<file path="config.mk">
export PLATFORM = sky130hd
export DESIGN_NAME = alu_mul_seq_flat
export DESIGN_NICKNAME = d
export VERILOG_FILES = /design/src/rtl/alu_pkg.sv /design/src/rtl/alu_mul_seq_if.sv /design/src/rtl/alu_mul_seq.sv /design/src/flat_wrapper.sv
export SDC_FILE = /design/constraint.sdc
export NUM_CORES = 1
export LEC_CHECK = 0
export ABC_AREA = 1
export ABC_CLOCK_PERIOD_IN_PS = 1500
export CAP_MARGIN = 20
export CORE_ASPECT_RATIO = 0.6
export CORE_MARGIN = 1.5
export CORE_UTILIZATION = 40
export DETAILED_ROUTE_END_ITERATION = 6
export PLACE_DENSITY = 0.71
export SLEW_MARGIN = 25
export SYNTH_ARGS = -nofsm -noshare
export SYNTH_HDL_FRONTEND = slang
export SYNTH_SLANG_ARGS = --single-unit
</file>
<file path="constraint.sdc">
create_clock -name CLK -period 1.5 [get_ports CLK]
set_input_delay 0.3 -clock CLK [delete_from_list [all_inputs] [get_ports CLK]]
set_output_delay 0.3 -clock CLK [all_outputs]
set_load 0.05 [all_outputs]
</file>
<file path="src/rtl/alu_pkg.sv">
// Shared ALU definitions: opcode constants, datapath width and the multiply
// sequencer state encoding.
package alu_pkg;

  localparam int ALU_W = 16;

  localparam logic [2:0] ALU_AND = 3'b000;
  localparam logic [2:0] ALU_OR  = 3'b001;
  localparam logic [2:0] ALU_ADD = 3'b010;
  localparam logic [2:0] ALU_SUB = 3'b011;
  localparam logic [2:0] ALU_SLT = 3'b100;
  localparam logic [2:0] ALU_SGT = 3'b101;
  localparam logic [2:0] ALU_SEQ = 3'b110;

  typedef enum logic [1:0] {
    ST_IDLE     = 2'd0,
    ST_WAIT_GNT = 2'd1,
    ST_ITER     = 2'd2,
    ST_DONE     = 2'd3
  } mul_state_t;

endpackage

</file>
<file path="src/rtl/alu_mul_seq_if.sv">
// Signal bundle between the multiply sequencer, its control unit and the
// shared-ALU arbiter.
interface alu_mul_seq_if;
  import alu_pkg::*;

  // Handshakes: Start is a launch request taken only while the sequencer is
  // idle, and Done is a one-cycle pulse with ProdHi/ProdLo valid. The ALU
  // operands are meaningful and AluOut/AluCarry are consumed only in a cycle
  // where both AluReq and AluGnt are high; otherwise AluA/AluB/AluOp are 0.
  logic             Start;
  logic [ALU_W-1:0] Multiplicand;
  logic [ALU_W-1:0] Multiplier;
  logic             Busy;
  logic             Done;
  logic [ALU_W-1:0] ProdHi;
  logic [ALU_W-1:0] ProdLo;
  logic             AluReq;
  logic             AluGnt;
  logic [ALU_W-1:0] AluA;
  logic [ALU_W-1:0] AluB;
  logic [2:0]       AluOp;
  logic [ALU_W-1:0] AluOut;
  logic             AluCarry;

  modport slave (
    input  Start, Multiplicand, Multiplier, AluGnt, AluOut, AluCarry,
    output Busy, Done, ProdHi, ProdLo, AluReq, AluA, AluB, AluOp
  );

  modport master (
    output Start, Multiplicand, Multiplier, AluGnt, AluOut, AluCarry,
    input  Busy, Done, ProdHi, ProdLo, AluReq, AluA, AluB, AluOp
  );

endinterface

</file>
<file path="src/rtl/alu_mul_seq.sv">
// Shift-add 16x16 unsigned multiplier that borrows the shared ALU adder for
// one partial-product add per granted cycle.
module alu_mul_seq
  import alu_pkg::*;
#(
  parameter int         WIDTH  = ALU_W,
  parameter logic [2:0] ADD_OP = ALU_ADD,
  parameter int         CNT_W  = 5
) (
  input  logic          CLK,
  input  logic          Reset_n,
  alu_mul_seq_if.slave  bus,
  output mul_state_t    o_state
);

  mul_state_t r_state;
  mul_state_t w_state_nxt;

  logic [WIDTH-1:0]   r_mcand;
  logic [WIDTH-1:0]   r_hi;
  logic [WIDTH-1:0]   r_lo;
  logic [WIDTH-1:0]   r_prod_hi;
  logic [WIDTH-1:0]   r_prod_lo;
  logic [CNT_W-1:0]   r_cnt;

  logic               w_accept;
  logic               w_fire;
  logic               w_last;
  logic [2*WIDTH-1:0] w_shift;

  assign w_accept = (r_state == ST_IDLE) && bus.Start;
  assign w_fire   = (r_state == ST_ITER) && bus.AluGnt;
  assign w_last   = (r_cnt == CNT_W'(WIDTH - 1));
  // Carry lands in the top bit of hi; lo[0] has already been consumed.
  assign w_shift  = {bus.AluCarry, bus.AluOut, r_lo[WIDTH-1:1]};

  always_ff @(posedge CLK or negedge Reset_n) begin
    if (!Reset_n) begin
      r_state <= ST_IDLE;
    end else begin
      r_state <= w_state_nxt;
    end
  end

  always_comb begin
    w_state_nxt = r_state;
    bus.AluReq  = 1'b0;
    bus.AluA    = '0;
    bus.AluB    = '0;
    bus.AluOp   = '0;
    bus.Busy    = (r_state != ST_IDLE);
    bus.Done    = 1'b0;
    case (r_state)
      ST_IDLE: begin
        if (bus.Start) w_state_nxt = ST_WAIT_GNT;
      end
      ST_WAIT_GNT: begin
        bus.AluReq = 1'b1;
        if (bus.AluGnt) w_state_nxt = ST_ITER;
      end
      ST_ITER: begin
        bus.AluReq = 1'b1;
        if (bus.AluGnt) begin
          bus.AluA  = r_hi;
          bus.AluB  = r_lo[0] ? r_mcand : '0;
          bus.AluOp = ADD_OP;
          if (w_last) w_state_nxt = ST_DONE;
        end
      end
      ST_DONE: begin
        bus.Done    = 1'b1;
        w_state_nxt = ST_IDLE;
      end
      default: w_state_nxt = ST_IDLE;
    endcase
  end

  // Product registers load with the final shift so they are valid during Done
  // and then hold until the next accepted Start.
  always_ff @(posedge CLK or negedge Reset_n) begin
    if (!Reset_n) begin
      r_mcand   <= '0;
      r_hi      <= '0;
      r_lo      <= '0;
      r_cnt     <= '0;
      r_prod_hi <= '0;
      r_prod_lo <= '0;
    end else if (w_accept) begin
      r_mcand <= bus.Multiplicand;
      r_hi    <= '0;
      r_lo    <= bus.Multiplier;
      r_cnt   <= '0;
    end else if (w_fire) begin
      r_hi  <= w_shift[2*WIDTH-1:WIDTH];
      r_lo  <= w_shift[WIDTH-1:0];
      r_cnt <= r_cnt + 1'b1;
      if (w_last) begin
        r_prod_hi <= w_shift[2*WIDTH-1:WIDTH];
        r_prod_lo <= w_shift[WIDTH-1:0];
      end
    end
  end

  assign bus.ProdHi = r_prod_hi;
  assign bus.ProdLo = r_prod_lo;
  assign o_state    = r_state;

endmodule
</file>
<file path="src/flat_wrapper.sv">
// flat-port wrapper written by rule: the top's interface ports become plain ports
module alu_mul_seq_flat import alu_pkg::*;
#(
  parameter int         WIDTH  = ALU_W,
  parameter logic [2:0] ADD_OP = ALU_ADD,
  parameter int         CNT_W  = 5
)
  (CLK, Reset_n, o_state, bus_Start, bus_Multiplicand, bus_Multiplier, bus_AluGnt, bus_AluOut, bus_AluCarry, bus_Busy, bus_Done, bus_ProdHi, bus_ProdLo, bus_AluReq, bus_AluA, bus_AluB, bus_AluOp);
  alu_mul_seq_if bus_i ();
  input  logic CLK;
  input  logic Reset_n;
  output mul_state_t o_state;
  input wire logic [$bits(bus_i.Start)-1:0] bus_Start;
  input wire logic [$bits(bus_i.Multiplicand)-1:0] bus_Multiplicand;
  input wire logic [$bits(bus_i.Multiplier)-1:0] bus_Multiplier;
  input wire logic [$bits(bus_i.AluGnt)-1:0] bus_AluGnt;
  input wire logic [$bits(bus_i.AluOut)-1:0] bus_AluOut;
  input wire logic [$bits(bus_i.AluCarry)-1:0] bus_AluCarry;
  output wire logic [$bits(bus_i.Busy)-1:0] bus_Busy;
  output wire logic [$bits(bus_i.Done)-1:0] bus_Done;
  output wire logic [$bits(bus_i.ProdHi)-1:0] bus_ProdHi;
  output wire logic [$bits(bus_i.ProdLo)-1:0] bus_ProdLo;
  output wire logic [$bits(bus_i.AluReq)-1:0] bus_AluReq;
  output wire logic [$bits(bus_i.AluA)-1:0] bus_AluA;
  output wire logic [$bits(bus_i.AluB)-1:0] bus_AluB;
  output wire logic [$bits(bus_i.AluOp)-1:0] bus_AluOp;
  assign bus_i.Start = bus_Start;
  assign bus_i.Multiplicand = bus_Multiplicand;
  assign bus_i.Multiplier = bus_Multiplier;
  assign bus_i.AluGnt = bus_AluGnt;
  assign bus_i.AluOut = bus_AluOut;
  assign bus_i.AluCarry = bus_AluCarry;
  assign bus_Busy = bus_i.Busy;
  assign bus_Done = bus_i.Done;
  assign bus_ProdHi = bus_i.ProdHi;
  assign bus_ProdLo = bus_i.ProdLo;
  assign bus_AluReq = bus_i.AluReq;
  assign bus_AluA = bus_i.AluA;
  assign bus_AluB = bus_i.AluB;
  assign bus_AluOp = bus_i.AluOp;
  alu_mul_seq #(.WIDTH(WIDTH), .ADD_OP(ADD_OP), .CNT_W(CNT_W)) u_core (.CLK(CLK), .Reset_n(Reset_n), .bus(bus_i), .o_state(o_state));
endmodule
</file>
==> flow_summary.ini <==
[run_status]
failed_checks = negative hold slack, negative setup slack
outcome = finished with violations

[clocking]
cts_root_buf = clkbuf_16
cts.reportedPaths.clkPinSlew_ns = 0.06
tritoncts_num_sinks = 87
ctsLongestPathBuffers = 2
cts_tree = yes
cts_inserted_buffers = 9
htree_levels = 3
clock_latency_ns = 0.34
cts_hold_buffers = 0

[routing]
top_signal_layer_used = met4
detailroute.wirelength.met2_mm = 6.74
detail_route.drc_violations = 0
wl_met1_mm = 5.71
routed_length_on_met3_mm = 1.04
drt.antenna.violating_nets = 0
vias_per_cell = 4.99
route.vias.total = 3804
detail_route.wirelength_mm = 13.6
wl_per_cell_um = 17.8
drt_first_iter_violations = 240
dr.pass1.iters = 4

[finish]
final-seq-area_sq_mm = 0.00218
final_layout_size_suffix_gt1_share_pct = 46.4
fin_util_pct = 83.9
multiInputGateArea_sq_mm = 0.00205
design.final.nets = 688
leading_cell_type_in_the_layout_fill_and_taps_excluded = dfrtp_1
final_cell_count_no_fill = 763
nFillCells = 489
growth_of_design_area_from_synthesis_to_finish_pct = 99.6
mostFrequentLayoutCells = 85 x dfrtp_1, 84 x buf_12, 71 x inv_1, 51 x clkdlybuf4s50_1, 41 x nand2_1
num_antenna_cells = 0

[sta]
timing.hold.ws_ns = -0.0173
slew_violations = 0
timing_hold_violations_final = 16
skew_ns = 0.0104
rsz0062_at_grt = yes
post-route-min-period_ns = 1.89
setup_slack_ns = -0.386
achievable-frequency_mhz = 530
period_share_pct = 126
finalSetupViolations = 123

[global_routing]
grt_remaining_overflow = 0
gr-usage-all-layers_pct = 24.2
via_count_of_the_first_global_routing_pass = 3853
grt_max_degree = 88
grt_first_pass_wirelength_mm = 19.5
antenna_found_initial = 0

[synthesis]
synth_xor_area_share_pct = 0
synth_seq_cells = 87
avgSynthCellArea_sq_um = 8.57
combinational_family_with_the_most_area_after_synthesis = simple AND/OR/NAND/NOR gates
post_synth_and_or_nand_nor_area_fraction_pct = 17.4
synthDominantAreaCellType = dfrtp_1
synth.area.mux_share_pct = 0
post_synth_fa_ha_maj_area_fraction_pct = 2.22
post_synth_num_cell_types = 24
ys.warnings.count = 0
syn_area_sq_mm = 0.00395
syn-instance-count = 461
synth_area_leaders = dfrtp_1 55%, nand2_1 7.6%, inv_1 7.3%
netlist.area_leader.share_pct = 55.1
synth_compound_gate_area_share_pct = 13.2
synth-seq-area-share_pct = 55.1

[worst_hold_path]
hold_class = in2async

[setup_path]
reg2reg_from = u_core.o_state[0]
path_max_fanout = 21
crit_type = reg2out
critPathLaunchType = register
r2r.worst_path.cells = 11
r2r_slack_ns = -0.26
critical_path_arrival_ns = 1.59
cp-end-kind = output pin
r2r_path_end = u_core.bus.ProdLo[7]
worst-endpoint-required_ns = 1.20

[die]
chipHeight_um = 80.0
chipWidth_um = 131
core-area_sq_mm = 0.00939
floorplan.die_area_sq_mm = 0.0105
num_io_pins = 125
starting_utilization_of_the_core_area_pct = 42.1
row_count = 27

[pwr]
leakagePower_nw = 3.44
pwr_density_cell_mw_per_mm2 = 1460
vdd.ir_drop.worst_uv = 2250
p_clk_share_pct = 19.1
seq_power_share_pct = 30.1
switchingPower_w = 0.00463
netSwitchingFraction_pct = 40.3
p_int_w = 0.00685
power_frac_comb_pct = 50.8

[run]
cap_violations = 0

[placement]
placement.io_buffers = 122
dp_hpwl_mm = 7.28
placedCellCount = 713
place.gp.congestion = 0.763
place_worst_setup_slack_ns = -0.387
## worst max-delay path by stage
stage,start,endpoint
6_report,u_core.o_state[0],bus_AluA[6]
3_3_place_gp,bus_AluGnt,bus_AluB[2]
3_5_place_dp,bus_AluGnt,u_core.r_hi[15]
5_1_grt,u_core.o_state[0],bus_AluA[10]
2_1_floorplan,u_core.o_state[0],bus_AluB[10]
4_1_cts,u_core.o_state[0],bus_AluA[10]
## per-layer routing
| metal | vias to the layer above | track usage, % |
|---|---|---|
| li1 | 1775 | - |
| met1 | 1870 | 32.2 |
| met2 | 144 | 39.8 |
| met3 | 15 | 6.92 |
| met4 | 0 | 5.22 |
| met5 | - | 0 |
## metrics by stage
stage	cell area, sq um	total power [W]	setup TNS [ns]
final	7880	0.0115	-24.09
after global routing	7880	0.0121	-31.50
after CTS	7310	0.0102	-17.34
after detailed placement	6420	0.00781	-31.06
after global placement	6420	0.00768	-29.37
after floorplan	4280	0.00609	-8.34
## flip-flops by register name (all words and copies together) (netlist names)
name / cells
u_core.o_state: 2
u_core.bus.ProdLo: 16
u_core.r_hi: 16
u_core.r_lo: 16
u_core.bus.ProdHi: 16
u_core.r_mcand: 16
u_core.r_cnt: 5
## power groups by stage
stage / clock, W / combinational (W) / sequential [W]
after global placement: 0 / 0.00429 / 0.00338
after detailed placement: 0 / 0.00440 / 0.00342
after floorplan: 0 / 0.00265 / 0.00343
after global routing: 0.00235 / 0.00622 / 0.00351
after CTS: 0.00221 / 0.00460 / 0.00340
final: 0.00220 / 0.00583 / 0.00345
## logic make-up after synthesis
kind of cell	count (synthesis)
compound gates	96
fa+ha+maj	7
buf+inv	106
flops	87
other cells	1
simple gates	164
## layout make-up
cell class                 count  share of cell area (%)
clock inverter                 4                   0.333
multi-input combinational    271                    26.0
timing repair buffer         180                    36.3
inverter                      79                    4.24
clock buffer                  12                    3.38
tap                          130                    2.06
sequential                    87                    27.7
## cells in the mapped netlist
cell and count:
nor3_1 3, clkinv_2 1, buf_4 6, o21ai_1 25, o21ai_0 45, nand2_4 2, nand3_1 22, inv_1 77
a21oi_1 14, inv_2 1, dfrtp_1 87, o31ai_1 1, buf_2 11, o21ai_2 10, o21bai_1 1, ha_1 7
clkbuf_1 5, conb_1 1, nand3_4 1, nor2_1 52, nand2_2 1, or2_2 3, nand2_1 80, buf_6 5
## what timing repair did
action | in CTS | in global routing
endpoints found under the setup margin | 102 | 122
endpoints found under the hold margin | 0 | 0
pin swaps | 6 | 11
gates resized for setup | 82 | 120
buffers inserted | 9 | 8
cloned | 10 | 9
## worst max-delay path, stage by stage, from the launching register on
cell	delay [ns]
dfrtp_2	0.42
inv_4	0.06
ha_4	0.16
nand2_8	0.07
buf_12	0.20
nor2_4	0.16
buf_12	0.15
Note: power is estimated with default switching activity, not from simulation.
